--- src/rtl/lbuf_output_stage.sv ---
// lbuf_output_stage: line-buffer read addressing, sync re-alignment, border mask and scanline darkening.
// Inputs reach the registered outputs exactly LBUF_RD_LATENCY+3 PCLK cycles later.
module lbuf_output_stage #(
    parameter int LBUF_RD_LATENCY = 2,
    parameter int H_MULT          = 4,
    parameter int V_CTR_MAX       = 4
) (
    input  logic        PCLK,
    input  logic        reset,
    input  logic        HSYNC_in,
    input  logic        VSYNC_in,
    input  logic        DE_in,
    input  logic [8:0]  hcnt_lbuf,
    input  logic [5:0]  vcnt_lbuf,
    input  logic [2:0]  h_ctr,
    input  logic [2:0]  v_ctr,
    input  logic        mask_enable,
    input  logic [1:0]  sl_mode,
    input  logic [3:0]  sl_str,
    input  logic [7:0]  mask_color,
    output logic [14:0] lbuf_rdaddr,
    input  logic [23:0] lbuf_rdata,
    output logic [7:0]  R_out,
    output logic [7:0]  G_out,
    output logic [7:0]  B_out,
    output logic        HSYNC_out,
    output logic        VSYNC_out,
    output logic        DE_out
);
    typedef enum logic {WAIT_VS, ACTIVE} state_t;
    localparam logic [2:0] V_LAST = 3'(V_CTR_MAX);
    localparam logic [2:0] H_LAST = 3'(H_MULT - 1);
    // sideband word: {hsync, vsync, de, mask, sl_hit}, idles with syncs deasserted high
    localparam logic [4:0] SB_IDLE = 5'b11000;
    state_t state, state_nxt;
    logic        vs_prev, vs_fall, active, wd_hit;
    logic [21:0] wd_cnt;
    logic [1:0]  mode_l;
    logic [3:0]  str_l;
    logic [7:0]  mask_l;
    logic        sl_hit;
    logic [4:0]  sb [0:LBUF_RD_LATENCY];
    logic [4:0]  sb_end;
    logic [23:0] rgb_sel, p_rgb;
    logic        p_hs, p_vs, p_de;

    function automatic logic [7:0] darken(input logic [7:0] c, input logic [3:0] s);
        logic [12:0] p;
        p = {5'd0, c} * {8'd0, 5'd16 - {1'b0, s}};
        return p[11:4];
    endfunction

    assign vs_fall = vs_prev && !VSYNC_in;
    assign wd_hit  = &wd_cnt;

    always_ff @(posedge PCLK or posedge reset)
        if (reset) state <= WAIT_VS;
        else state <= state_nxt;

    always_comb begin
        state_nxt = state;
        if (state == WAIT_VS && vs_fall) state_nxt = ACTIVE;
        if (state == ACTIVE && wd_hit) state_nxt = WAIT_VS;
    end

    always_comb active = (state == ACTIVE);

    // Config only moves at frame start so a frame is never rendered with mixed settings
    always_ff @(posedge PCLK or posedge reset)
        if (reset) begin
            vs_prev <= 1'b1;
            mode_l  <= '0;
            str_l   <= '0;
            mask_l  <= '0;
            wd_cnt  <= '0;
        end else begin
            vs_prev <= VSYNC_in;
            wd_cnt  <= (active && !VSYNC_in && !wd_hit) ? wd_cnt + 22'd1 : 22'd0;
            if (vs_fall) begin
                mode_l <= sl_mode;
                str_l  <= sl_str;
                mask_l <= mask_color;
            end
        end

    assign sl_hit = (mode_l[0] && v_ctr == V_LAST) || (mode_l[1] && h_ctr == H_LAST);

    always_ff @(posedge PCLK or posedge reset)
        if (reset) begin
            lbuf_rdaddr <= '0;
            for (int i = 0; i <= LBUF_RD_LATENCY; i++) sb[i] <= SB_IDLE;
        end else begin
            lbuf_rdaddr <= {vcnt_lbuf, hcnt_lbuf};
            sb[0] <= {HSYNC_in, VSYNC_in, DE_in && active, mask_enable, sl_hit};
            for (int i = 1; i <= LBUF_RD_LATENCY; i++) sb[i] <= sb[i-1];
        end

    assign sb_end = sb[LBUF_RD_LATENCY];

    always_comb
        rgb_sel = !sb_end[2] ? 24'd0 :
                  sb_end[1]  ? {3{mask_l}} :
                  sb_end[0]  ? {darken(lbuf_rdata[23:16], str_l),
                                darken(lbuf_rdata[15:8], str_l),
                                darken(lbuf_rdata[7:0], str_l)} :
                               lbuf_rdata;

    always_ff @(posedge PCLK or posedge reset)
        if (reset) begin
            p_rgb     <= '0;
            p_hs      <= 1'b1;
            p_vs      <= 1'b1;
            p_de      <= 1'b0;
            R_out     <= '0;
            G_out     <= '0;
            B_out     <= '0;
            HSYNC_out <= 1'b1;
            VSYNC_out <= 1'b1;
            DE_out    <= 1'b0;
        end else begin
            p_rgb     <= rgb_sel;
            p_hs      <= sb_end[4];
            p_vs      <= sb_end[3];
            p_de      <= sb_end[2];
            R_out     <= p_rgb[23:16];
            G_out     <= p_rgb[15:8];
            B_out     <= p_rgb[7:0];
            HSYNC_out <= p_hs;
            VSYNC_out <= p_vs;
            DE_out    <= p_de;
        end
endmodule

--- config.mk ---
export PLATFORM = sky130hd
export DESIGN_NAME = lbuf_output_stage
export DESIGN_NICKNAME = d
export VERILOG_FILES = /design/src/rtl/lbuf_output_stage.sv
export SDC_FILE = /design/constraint.sdc
export NUM_CORES = 1
export LEC_CHECK = 0
export CELL_PAD_IN_SITES_DETAIL_PLACEMENT = 2
export CELL_PAD_IN_SITES_GLOBAL_PLACEMENT = 2
export CORE_MARGIN = 5
export CORE_UTILIZATION = 25
export DETAILED_ROUTE_END_ITERATION = 12
export PLACE_DENSITY = 0.59
export SLEW_MARGIN = 15
export SYNTH_ARGS = -nofsm -noshare
export SYNTH_HDL_FRONTEND = slang
export SYNTH_SLANG_ARGS = --single-unit
--- constraint.sdc ---
create_clock -name PCLK -period 7.9 [get_ports PCLK]
set_input_delay 1.58 -clock PCLK [delete_from_list [all_inputs] [get_ports PCLK]]
set_output_delay 1.58 -clock PCLK [all_outputs]
set_load 0.02 [all_outputs]
==> flow_summary_export.csv, run 1 <==
group,metric,value,unit
cells_and_area,nFillCells,3265,
outcome,status,"complete, no violations",
clock_tree,cts_tree,"built",
yosys,synth_area_leader_cell,"dfrtp_1",
yosys,synth.avg_cell_area,10.32,µm²
place,numPortBuffers,106,
setup_path,worst_ep_arrival_time,5880,ps
job,maxCapViolCount,0,
yosys,synth-seq-area-share,40.41,%
hold_path,min-delay-start,"p_rgb[2]",
sta,min_period,5600,ps
floorplan,core_area,0.02964,mm²
setup_path,max_stage_delay,570,ps
clock_tree,h-tree-depth,4,
clock_tree,cts.clk_slew.worst_paths,70,ps
floorplan,rows,63,
setup_path,critPathRequiredTime,8180,ps
clock_tree,ctsResizeCount,0,
setup_path,crit_path_max_fanout,5,
yosys,synthCells,729,
clock_tree,numCtsBuffers,17,
sta,slew_viol_final,0,
detailed_routing,vias_per_cell,4.483,
floorplan,chipWidth,183.5,µm
clock_tree,ctsLongestPathBuffers,2,
detailed_routing,route.met3.wl,734,µm
setup_path,cp_cell_sequence,"clkdlybuf4s50_1, nand2_1, fa_1, fa_1, fa_1, inv_1, ha_1, o21ai_0, nor2_1, a221oi_2, or4b_1, nor3b_1",
power,p_leak,0.004354,µW
floorplan,dieArea,0.03366,mm²
hold_path,worstHoldPathType,"reg2reg",
grt,grt_pass1_vias,6336,
setup_path,reg2reg_from,"str_l[0]",
grt,track_usage,14.18,%
yosys,yosysWarnings,0,
cells_and_area,multi_input_area,0.004098,mm²
grt,grt_overflow_total,0,
setup_path,critPathKind,"in2reg",
yosys,synthTopCellsByCount,"dfrtp_1 (111), inv_1 (83), nand2_1 (80)",
detailed_routing,num_vias,5564,
cells_and_area,final_area,0.009632,mm²
detailed_routing,drc,0,
cells_and_area,areaGrowthSynthToFinish,28.02,%
sta,hold_ws,332.2,ps
yosys,syn_area,0.007523,mm²
sta,clock.fmax,0.1786,GHz
sta,finalHoldViolations,0,
cells_and_area,drive_gt1_share,8.931,%
yosys,synth_most_common_cell,"dfrtp_1",
yosys,synth_flop_cell,"dfrtp_1",
grt,antenna_found_initial,0,
yosys,synth_cell_types,53,
place,place_area,0.009046,mm²
power,power.density,278.5,mW/mm²
detailed_routing,drt_pass1_iterations,5,
cells_and_area,n_antenna_cell,0,
power,peakVddDrop,0.0001565,V
setup_path,worst_setup_path_start_kind,"input port",
sta,rsz0062_at_grt,"false",
floorplan,initial_utilization,25.38,%
sta,finalSetupViolations,0,
detailed_routing,route.met2.wl,10.80,mm
detailed_routing,wl_per_cell,18.70,µm
clock_tree,cts_hold_buf,0,
detailed_routing,drtIter0Drc,192,
grt,grt_max_degree,62,
sta,tightestPinTransition,1028,ps
grt,grt_pass1_wl,36.80,mm
sta,finalCritPeriodShare,70.88,%
place,dpl.hpwl,17.09,mm
yosys,async_flop_share,100.0,%
sta,fin_setup_tns,0,ps
cells_and_area,regArea,0.003040,mm²
sta,relSlewSlack,31.19,%
clock_tree,clock_tree.root_cell,"clkbuf_16",
yosys,synth-seq-cells,121,
sta,clock_skew,16.24,ps
setup_path,r2r_slack,2340,ps
clock_tree,clk-insertion-delay-late,420,ps
yosys,syn-num-nets,898,
setup_path,path_common_cell,"fa_1",
detailed_routing,wirelength,23.21,mm
clock_tree,cts.sinks,121,
clock_tree,cts_setup_buffers,0,
yosys,yosys-top-cells-area,"dfrtp_1 (37%), fa_1 (13%), ha_1 (9.3%)",
floorplan,boundaryPins,107,
yosys,synth_edf_count,0,
setup_path,end_kind,"flop",
yosys,yosysTopAreaCellShare,36.92,%
place,finalWeightedCongestion,0.7742,
detailed_routing,highest_layer,"met4",
setup_path,cp_slowest_cell,"clkdlybuf4s50_1",
detailed_routing,ant_nets,0,
cells_and_area,nets,1007,
detailed_routing,m1WireLength,11.46,mm
setup_path,crit_start,"lbuf_rdata[0]",
floorplan,die_y,183.5,µm
## critical path: cells and delay by family
family          cells  cell delay [ps]
simple gates        4              940
fa+ha+maj           4             1930
compound gates      2              830
buf+inv             2              620
## flip-flops by register name, indices dropped and copies added, names as in the netlist, 2 cells and up
signal       count
B_out            8
G_out            8
R_out            8
lbuf_rdaddr     15
mask_l           8
mode_l           2
p_rgb           24
sb              10
sb_end           5
str_l            4
wd_cnt          22
## metrics by stage
stage	power (µW)	util, %	instances	worst slack (ps)
after floorplan	1553	-	729	2818
after global placement	1890	30.52	1209	1965
after detailed placement	1909	30.52	1209	1876
after CTS	2742	32.50	1241	2256
after global routing	2922	32.50	1241	2018
final	2682	32.50	1241	2300
## worst paths after layout
check                             to  depth (start not counted)
max                         p_rgb[7]                         12
min                         B_out[2]                          0
max reg2reg                p_rgb[21]                         18
min reg2reg                 B_out[2]                          0
max in group asynchronous  p_rgb[13]                          3
min in group asynchronous  mask_l[6]                          2
## layer usage
layer	GRT usage, %	vias up
met5	0	-
met4	3.397	0
met3	2.275	16
met2	22.80	98
met1	20.10	2862
li1	-	2588
## cells in the final DEF, fill, tap and decap left out, types with 11 or more instances in the layout
master,instances
o21ai_0,19
inv_1,82
nor2_1,46
nand3_1,11
clkdlybuf4s50_1,106
a21oi_1,33
fa_1,48
xor2_1,20
dfrtp_1,111
clkbuf_16,17
and2_1,64
ha_1,56
xnor2_1,24
nand2_1,80
nand4_1,13
mux2_2,13
## area by class of cell
type / instances / share of cell area (%)
multi-input cells: 503 / 42.54
flip-flops and latches: 121 / 31.57
well taps: 390 / 5.066
inverters: 83 / 3.261
repair buffers: 112 / 11.48
clock inverters: 13 / 1.481
clock buffers: 19 / 4.599
## power breakdown
group | leakage (µW) | switching (µW) | internal [µW]
registers | 0.00151 | 26.5 | 672
clock network | 0.000272 | 320 | 475
logic | 0.00257 | 691 | 497
total | 0.00435 | 1040 | 1640
## cells by family after synthesis
group	after synthesis	share of synthesized area, %
buffers and inverters	105	5.322
DFF	121	40.41
adders and majority gates	104	22.09
AOI/OAI and AO/OA	96	8.132
and+or+nand+nor	242	16.46
xor gates and xnor gates	45	5.239
muxes	16	2.345
(Power assumes the default switching activity.)
==> inputs of run 2 (changes only) <==
==> constraint.sdc (replaced) <==
create_clock -name PCLK -period 5.65 [get_ports PCLK]
set_input_delay 1.13 -clock PCLK [delete_from_list [all_inputs] [get_ports PCLK]]
set_output_delay 1.13 -clock PCLK [all_outputs]
set_load 0.02 [all_outputs]
==> flow_summary_export.csv, run 2 (synthesized netlist as in run 1, its figures left out) <==
group,metric,value,unit
outcome,status,"complete, no violations",
sta,finalHoldViolations,0,
power,peakVddDrop,0.0002150,V
clock_tree,cts_tree,"built",
setup_path,end_kind,"flop",
clock_tree,cts_hold_buf,0,
clock_tree,ctsLongestPathBuffers,2,
detailed_routing,num_vias,5613,
place,dp_slack,221.9,ps
power,power,3747,µW
sta,tightestPinTransition,966.3,ps
power,p_leak,0.004410,µW
sta,finalCritPeriodShare,91.60,%
grt,antenna_found_initial,1,
grt,grt_max_degree,48,
job,maxCapViolCount,0,
sta,slew_viol_final,0,
setup_path,worst_ep_arrival_time,5450,ps
cells_and_area,n_antenna_cell,0,
cells_and_area,largest_reg_flops,24,
sta,clock.fmax,0.1932,GHz
place,numPortBuffers,106,
place,dpl.hpwl,17.41,mm
detailed_routing,wirelength,23.18,mm
detailed_routing,ant_nets,0,
clock_tree,clock_tree.root_cell,"clkbuf_16",
sta,min_period,5175,ps
cells_and_area,largestRegisters,"p_rgb: 24 flops, wd_cnt: 22 flops, lbuf_rdaddr: 15 flops",
place,finalWeightedCongestion,0.7939,
grt,grt_pass1_vias,6412,
cells_and_area,nets,1018,
sta,relSlewSlack,35.29,%
sta,finalSetupViolations,0,
floorplan,rows,63,
clock_tree,cts_setup_buffers,0,
setup_path,critPathKind,"reg2reg",
floorplan,dieArea,0.03366,mm²
clock_tree,numCtsBuffers,17,
cells_and_area,drive_gt1_share,10.21,%
setup_path,worst_setup_path_start_kind,"flop",
grt,track_usage,14.29,%
clock_tree,h-tree-depth,4,
sta,clock_skew,22.84,ps
clock_tree,ctsResizeCount,0,
cells_and_area,nFillCells,3260,
clock_tree,clk-insertion-delay-late,430,ps
clock_tree,cts.clk_slew.worst_paths,70,ps
sta,fin_setup_tns,0,ps
cells_and_area,layout_common_cells,"dfrtp_1 (111), clkdlybuf4s50_1 (106), inv_1 (82), nand2_1 (80), and2_1 (64)",
detailed_routing,drt_pass1_iterations,4,
floorplan,die_y,183.5,µm
place,placed_cells,1220,
power,power.density,386.5,mW/mm²
sta,rsz0062_at_grt,"false",
floorplan,boundaryPins,107,
floorplan,initial_utilization,25.38,%
cells_and_area,layout_commonest_cell,"dfrtp_1",
cells_and_area,final_util,32.72,%
floorplan,chipWidth,183.5,µm
hold_path,worstHoldPathType,"reg2reg",
cells_and_area,fin_cells,1252,
grt,grt_overflow_total,0,
grt,grt_pass1_wl,37.18,mm
setup_path,critPathRequiredTime,5930,ps
clock_tree,cts.sinks,121,
floorplan,core_area,0.02964,mm²
detailed_routing,vias_per_cell,4.483,
detailed_routing,wl_per_cell,18.52,µm
detailed_routing,drtIter0Drc,169,
cells_and_area,top_register,"p_rgb",
detailed_routing,drc,0,
sta,fin_ws,474.6,ps
cells_and_area,areaGrowthSynthToFinish,28.89,%
setup_path,crit_path_max_fanout,16,
## run 2: cell types whose count changed in the layout (fill, tap and decap cells not counted)
cell / before / now
buf_4: 6 / 17
bufinv_16: 2 / 1
clkbuf_1: 1 / 0
clkbuf_8: 1 / 0
clkinv_2: 2 / 3
clkinv_4: 1 / 2
clkinvlp_4: 5 / 3
inv_6: 3 / 4
inv_8: 0 / 2
## run 2: cell type report
| type | count | area [µm²] | area share, % |
|---|---|---|---|
| inverter | 83 | 314.1 | 3.239 |
| tap | 390 | 488.0 | 5.032 |
| timing repair buffer | 123 | 1189 | 12.26 |
| multi-input combinational | 503 | 4098 | 42.26 |
| sequential | 121 | 3040 | 31.35 |
| clock inverter | 15 | 142.6 | 1.471 |
| clock buffer | 17 | 425.4 | 4.387 |
## run 2: per-stage QoR
step / cell area, µm² / hold WS (ps)
6_report: 9697 / 345.6
5_1_grt: 9697 / 353.2
4_1_cts: 9697 / 348.9
3_5_place_dp: 9129 / 335.6
3_3_place_gp: 9129 / 332.9
2_1_floorplan: 7523 / 331.2
## run 2: power by group
group	switching [µW]	internal, µW	leakage [µW]	total, µW
Sequential	37.7	939	0.00151	977
Combinational	967	717	0.00263	1680
Clock	472	615	0.000274	1090
Total	1480	2270	0.00441	3750
## run 2: metal layers
metal  GRT usage, %  routed length, µm
met1          19.96              11140
met2          23.36              10880
met3          2.473                953
met4          3.129                204
met5              0                  0
## run 2: path summary, 6_finish.rpt
| path | slack (ps) | cells after the start | to | start |
|---|---|---|---|---|
| min in group asynchronous | 1140 | 2 | lbuf_rdaddr[0] | reset |
| max | 470 | 17 | p_rgb[7] | str_l[0] |
| max in group asynchronous | 3550 | 3 | sb[8] | reset |
| max reg2reg | 470 | 17 | p_rgb[7] | str_l[0] |
| min reg2reg | 350 | 0 | sb[6] | sb[11] |
| min | 350 | 0 | sb[6] | sb[11] |
## run 2: worst max-delay path, cell delays in order (launching register included)
cell      delay, ps
dfrtp_1         620
inv_1           120
ha_1            260
xnor2_2         180
buf_4           270
and2_1          190
fa_1            440
fa_1            550
inv_1            60
fa_1            530
inv_1            40
ha_1            360
a21o_1          200
a21oi_2         180
o21ai_1         130
a221oi_2        310
or4b_1          440
nor3b_1         150
==> RTL edit 1 (flow settings as in run 2) <==
Reset style: synchronous (`reset`), changed in 4 clocked blocks.
--- a/src/rtl/lbuf_output_stage.sv
+++ b/src/rtl/lbuf_output_stage.sv
@@ -54,5 +54,5 @@
     assign wd_hit  = &wd_cnt;
 
-    always_ff @(posedge PCLK or posedge reset)
+    always_ff @(posedge PCLK)
         if (reset) state <= WAIT_VS;
         else state <= state_nxt;
@@ -67,5 +67,5 @@
 
     // Config only moves at frame start so a frame is never rendered with mixed settings
-    always_ff @(posedge PCLK or posedge reset)
+    always_ff @(posedge PCLK)
         if (reset) begin
             vs_prev <= 1'b1;
@@ -86,5 +86,5 @@
     assign sl_hit = (mode_l[0] && v_ctr == V_LAST) || (mode_l[1] && h_ctr == H_LAST);
 
-    always_ff @(posedge PCLK or posedge reset)
+    always_ff @(posedge PCLK)
         if (reset) begin
             lbuf_rdaddr <= '0;
@@ -106,5 +106,5 @@
                                lbuf_rdata;
 
-    always_ff @(posedge PCLK or posedge reset)
+    always_ff @(posedge PCLK)
         if (reset) begin
             p_rgb     <= '0;
Formal check against the unedited RTL: differs if reset is asserted again (counterexample within 4 cycles, from zero or initial values and one cycle with reset high); with reset held inactive, the same outputs for 10 cycles.
==> RTL edit 1 against run 2 <==
Critical path depth is 1 higher. Global-route usage barely moved. Wire length decreased by 0.87%. Setup slack improved by 0.36 ns. Count of clock-buffer cells in the layout is 5 higher. Sequential cell count unchanged. Area after synthesis is 2.9% lower. Highest routed layer unchanged. Power decreased by 23%. Design area decreased by 3.2%. Maximum frequency is 7.6% higher.
==> RTL edit 1: results (changes against run 2) <==
Parameter                              Value

Outcome
  Run status    finished clean

Power and ir drop
  Sequential power share    0.304 (+0.043)
  Combinational logic power    878 µW (-48%)
  Max VDD drop    0.200 mV (-6.9%)
  Standby leakage power    3.94 nW (-11%)
  Power share of the combinational group    0.303 (-0.146)
  Internal Power    1.97 mW (-13%)

Synth
  Ranking of synthesized cells by area    dfxtp_1 33%, fa_1 13%, ha_1 9.6%
  Share of the yosys chip area belonging to registers    0.332 (-0.0725)
  Post-synthesis share of cell area spent on xor and xnor gates    0.0540 (+0.00157)
  Share of async-settable or async-resettable flops after synthesis    0 (-1.00)
  Most instantiated flip-flop cell in the synthesis netlist    dfxtp_1
  Yosys warns    0 (unchanged)
  Synthesized netlist cell count    814 (+12%)
  Ranking of synthesized cells by instance count    121 x dfxtp_1, 102 x nand2_1, 84 x inv_1, 65 x and2_1, 58 x a21oi_1
  Adder-cell share of the synthesized area    0.227 (+0.00662)
  Count of cell types in the netlist    62 (+17%)
  Post-synthesis compound-gate area fraction    0.102 (+0.0206)
  Number of nets produced by synthesis    983 (+9.5%)
  Multiplexer area fraction after synthesis    0 (-0.0234)

GRT
  Global-route met3 utilization    0.0251 (+0.000403)
  Global routing usage summed across all routing layers    0.143 (-0.000234)
  Global-route wire length before repair    36800 µm (-1.1%)
  M2 GR Usage    0.224 (-0.00956)
  Number of global-route vias before repair    6386 (-0.41%)
  Pin count of the biggest net entering global routing    55 (+15%)
  GRT met1 Usage    0.203 (+0.00360)
  Antenna violations before repair    0 (-1)

Placed design
  Instance area after placement    8770 µm² (-3.9%)
  DP Cell Count    1283 (+5.2%)
  Post-detail-place hpwl    17600 µm (+0.84%)
  Minimum setup slack after placement    0.370 ns (+0.148 ns)
  RePlAce Congestion    0.765 (-3.6%)

Critical path
  Biggest fanout along the worst timing path    24 (+8)
  Critical path's top delay family    adder cells
  Slowest CP cell    fa_1
  First element of the critical path    str_l[0]$_SDFFE_PP0P_
  Depth of the most critical reg-to-reg path    18 (+1)
  Worst reg-to-reg setup slack    0.84 ns (+0.36 ns)
  Termination of the worst setup path    p_rgb[6]$_SDFF_PP0_
  Peak per-stage delay on the critical path    0.54 ns (-0.08 ns)
  Data arrival time of the critical path    5.09 ns (-0.36 ns)

Detailed routing
  Drt via density    4.46 (-0.55%)
  Sum of met3 wire segment lengths after detailed routing    831 µm (-13%)
  Vias    5863 (+4.5%)
  Met1 Routed Length    11500 µm (+3.5%)
  Post-detailed-route wirelength per cell    17.5 µm (-5.6%)
  Amount of wire on met2 after detailed routing    10300 µm (-5.7%)
  DRC marker count from the first detailed-route iteration    160 (-5.3%)

Clocking
  Clk_lat worst skew    0.41 ns (-0.02 ns)
  Level count of the clock H-tree    4 (unchanged)

Cells and area
  Top Registers    p_rgb (24), wd_cnt (22)
  Ant. Diodes    0 (unchanged)
  Layout cells sized above 1    0.0741 (-0.0280)
  Layout net count    1087 (+6.8%)

Timing
  Clock period minus final worst setup slack    4.81 ns (-0.365 ns)
  Clock Skew    0.00865 ns (-0.0142 ns)
  Worst slew margin relative to its limit    0.399 (+0.0465)
==> RTL edit 1: how the worst min path moves through the flow <==
stage | start | to | slack, ns | cells past startpoint
floorplan | p_hs$_SDFF_PP1_ | HSYNC_out$_SDFF_PP1_ | 0.39 | 1
global placement | sb[0][8]$_SDFF_PP1_ | sb[0][13]$_SDFF_PP1_ | 0.39 | 1
detailed placement | p_vs$_SDFF_PP1_ | VSYNC_out$_SDFF_PP1_ | 0.40 | 1
CTS | p_vs$_SDFF_PP1_ | VSYNC_out$_SDFF_PP1_ | 0.41 | 1
global route | p_vs$_SDFF_PP1_ | VSYNC_out$_SDFF_PP1_ | 0.42 | 1
finish | p_vs$_SDFF_PP1_ | VSYNC_out$_SDFF_PP1_ | 0.41 | 1
==> RTL edit 1: cell type report <==
class / instances / area (µm²)
well taps: 384 / 480
flip-flops and latches: 121 / 2420
repair buffers: 115 / 1120
clock inverters: 10 / 140
multi-input cells: 579 / 4430
clock buffers: 22 / 474
inverters: 84 / 315
fillers: 3208 / 19400
==> RTL edit 2 (config.mk and constraints of run 2) <==
Without the edit above. `LBUF_RD_LATENCY`: 2 -> 1.
--- a/src/rtl/lbuf_output_stage.sv
+++ b/src/rtl/lbuf_output_stage.sv
@@ -2,5 +2,5 @@
 // Inputs reach the registered outputs exactly LBUF_RD_LATENCY+3 PCLK cycles later.
 module lbuf_output_stage #(
-    parameter int LBUF_RD_LATENCY = 2,
+    parameter int LBUF_RD_LATENCY = 1,
     parameter int H_MULT          = 4,
     parameter int V_CTR_MAX       = 4
Function: changed (a bounded check fails within 10 cycles, from zero or initial values and one cycle with reset high).
==> RTL edit 2 against run 2 <==
Wire length is 1.7% lower. Design area shrank 1.5%. Clock skew down 0.0058 ns. Power down 0.37%. Core utilization down 0.24 points. Setup slack got worse by 0.061 ns. Sequential cell count down 5. Die area decreased by 1.6%. Area after synthesis down 1.7%. Largest power group unchanged. Highest routed layer is now met5.
==> RTL edit 2: results (changes against run 2) <==
Parameter                              Value

Outcome
  Run status    finished clean

GRT
  Global-route wire length before repair    36300 µm (-2.2%)
  Number of global-route vias before repair    6203 (-3.3%)
  Global routing usage summed across all routing layers    0.142 (-0.000686)

Critical path
  Data arrival time of the critical path    5.56 ns (+0.11 ns)
  Crit Reg-Reg Endpoint    p_rgb[23]$_DFF_PP0_
  Slowest CP cell    xnor2_2
  Worst reg-to-reg setup slack    0.41 ns (-0.06 ns)
  Depth of the most critical reg-to-reg path    16 (-1)
  Start of the worst register-to-register path    str_l[2]$_DFFE_PP0P_

Detailed routing
  DRC marker count from the first detailed-route iteration    210 (+24%)
  Vias    5589 (-0.43%)
  Met1 Routed Length    10700 µm (-3.7%)
  Amount of wire on met2 after detailed routing    10800 µm (-0.77%)
  Total routed wirelength    22800 µm (-1.7%)
  TritonRoute pass-1 iters    6 (+2)

Synth
  Share of the yosys chip area belonging to registers    0.394 (-0.0103)
  Adder-cell share of the synthesized area    0.225 (+0.00381)
  Count of state elements after synthesis    116 (-4.1%)
  Ranking of synthesized cells by instance count    108 x dfrtp_1, 83 x inv_1, 80 x nand2_1, 64 x and2_1, 56 x ha_1
  Synthesized netlist cell count    724 (-0.69%)
  Post-synthesis compound-gate area fraction    0.0827 (+0.00140)
  Ranking of synthesized cells by area    dfrtp_1 37%, fa_1 13%, ha_1 9.5%
  Number of nets produced by synthesis    893 (-0.56%)

Cells and area
  Layout net count    1004 (-1.4%)
  Layout cells sized above 1    0.0908 (-0.0113)

Power and ir drop
  Standby leakage power    4.33 nW (-1.8%)

Min path
  Min-delay src    p_rgb[6]$_DFF_PP0_

Placed design
  RePlAce Congestion    0.773 (-2.6%)

Timing
  Clock Skew    0.0171 ns (-0.00577 ns)
RTL edit 2: worst max path at each step:
stage	from	end	slack [ns]	cells past startpoint
6_report	str_l[2]$_DFFE_PP0P_	p_rgb[23]$_DFF_PP0_	0.41	16
5_1_grt	str_l[2]$_DFFE_PP0P_	p_rgb[22]$_DFF_PP0_	0.10	16
4_1_cts	str_l[2]$_DFFE_PP0P_	p_rgb[23]$_DFF_PP0_	0.39	16
3_5_place_dp	lbuf_rdata[3]	p_rgb[7]$_DFF_PP0_	0.24	14
3_3_place_gp	lbuf_rdata[18]	p_rgb[23]$_DFF_PP0_	0.32	14
2_1_floorplan	str_l[0]$_DFFE_PP0P_	p_rgb[7]$_DFF_PP0_	0.73	18
RTL edit 2: layer usage:
layer  vias up  GRT usage
met3        25     0.0306
li1       2575          -
met4         4     0.0336
met2       113      0.233
met5         -          0
met1      2872      0.193
RTL edit 2: through the flow:
step	setup slack [ns]	area, µm²	hold slack, ns
final	0.413	9550	0.347
after global placement	0.323	8940	0.332
after floorplan	0.729	7400	0.331
after detailed placement	0.237	8940	0.336
after global routing	0.104	9550	0.353
after CTS	0.386	9550	0.350
RTL edit 2: cell type report:
class | instances | area (µm²)
flip-flops and latches | 116 | 2910
clock buffers | 18 | 429
clock inverters | 14 | 176
repair buffers | 114 | 1120
multi-input cells | 503 | 4110
well taps | 390 | 488
fillers | 3175 | 19900
inverters | 83 | 317
RTL edit 2: power breakdown:
part           switching, mW  internal (mW)
sequential            0.0416          0.901
combinational          0.955          0.705
clock                  0.433          0.698
total                   1.43           2.30
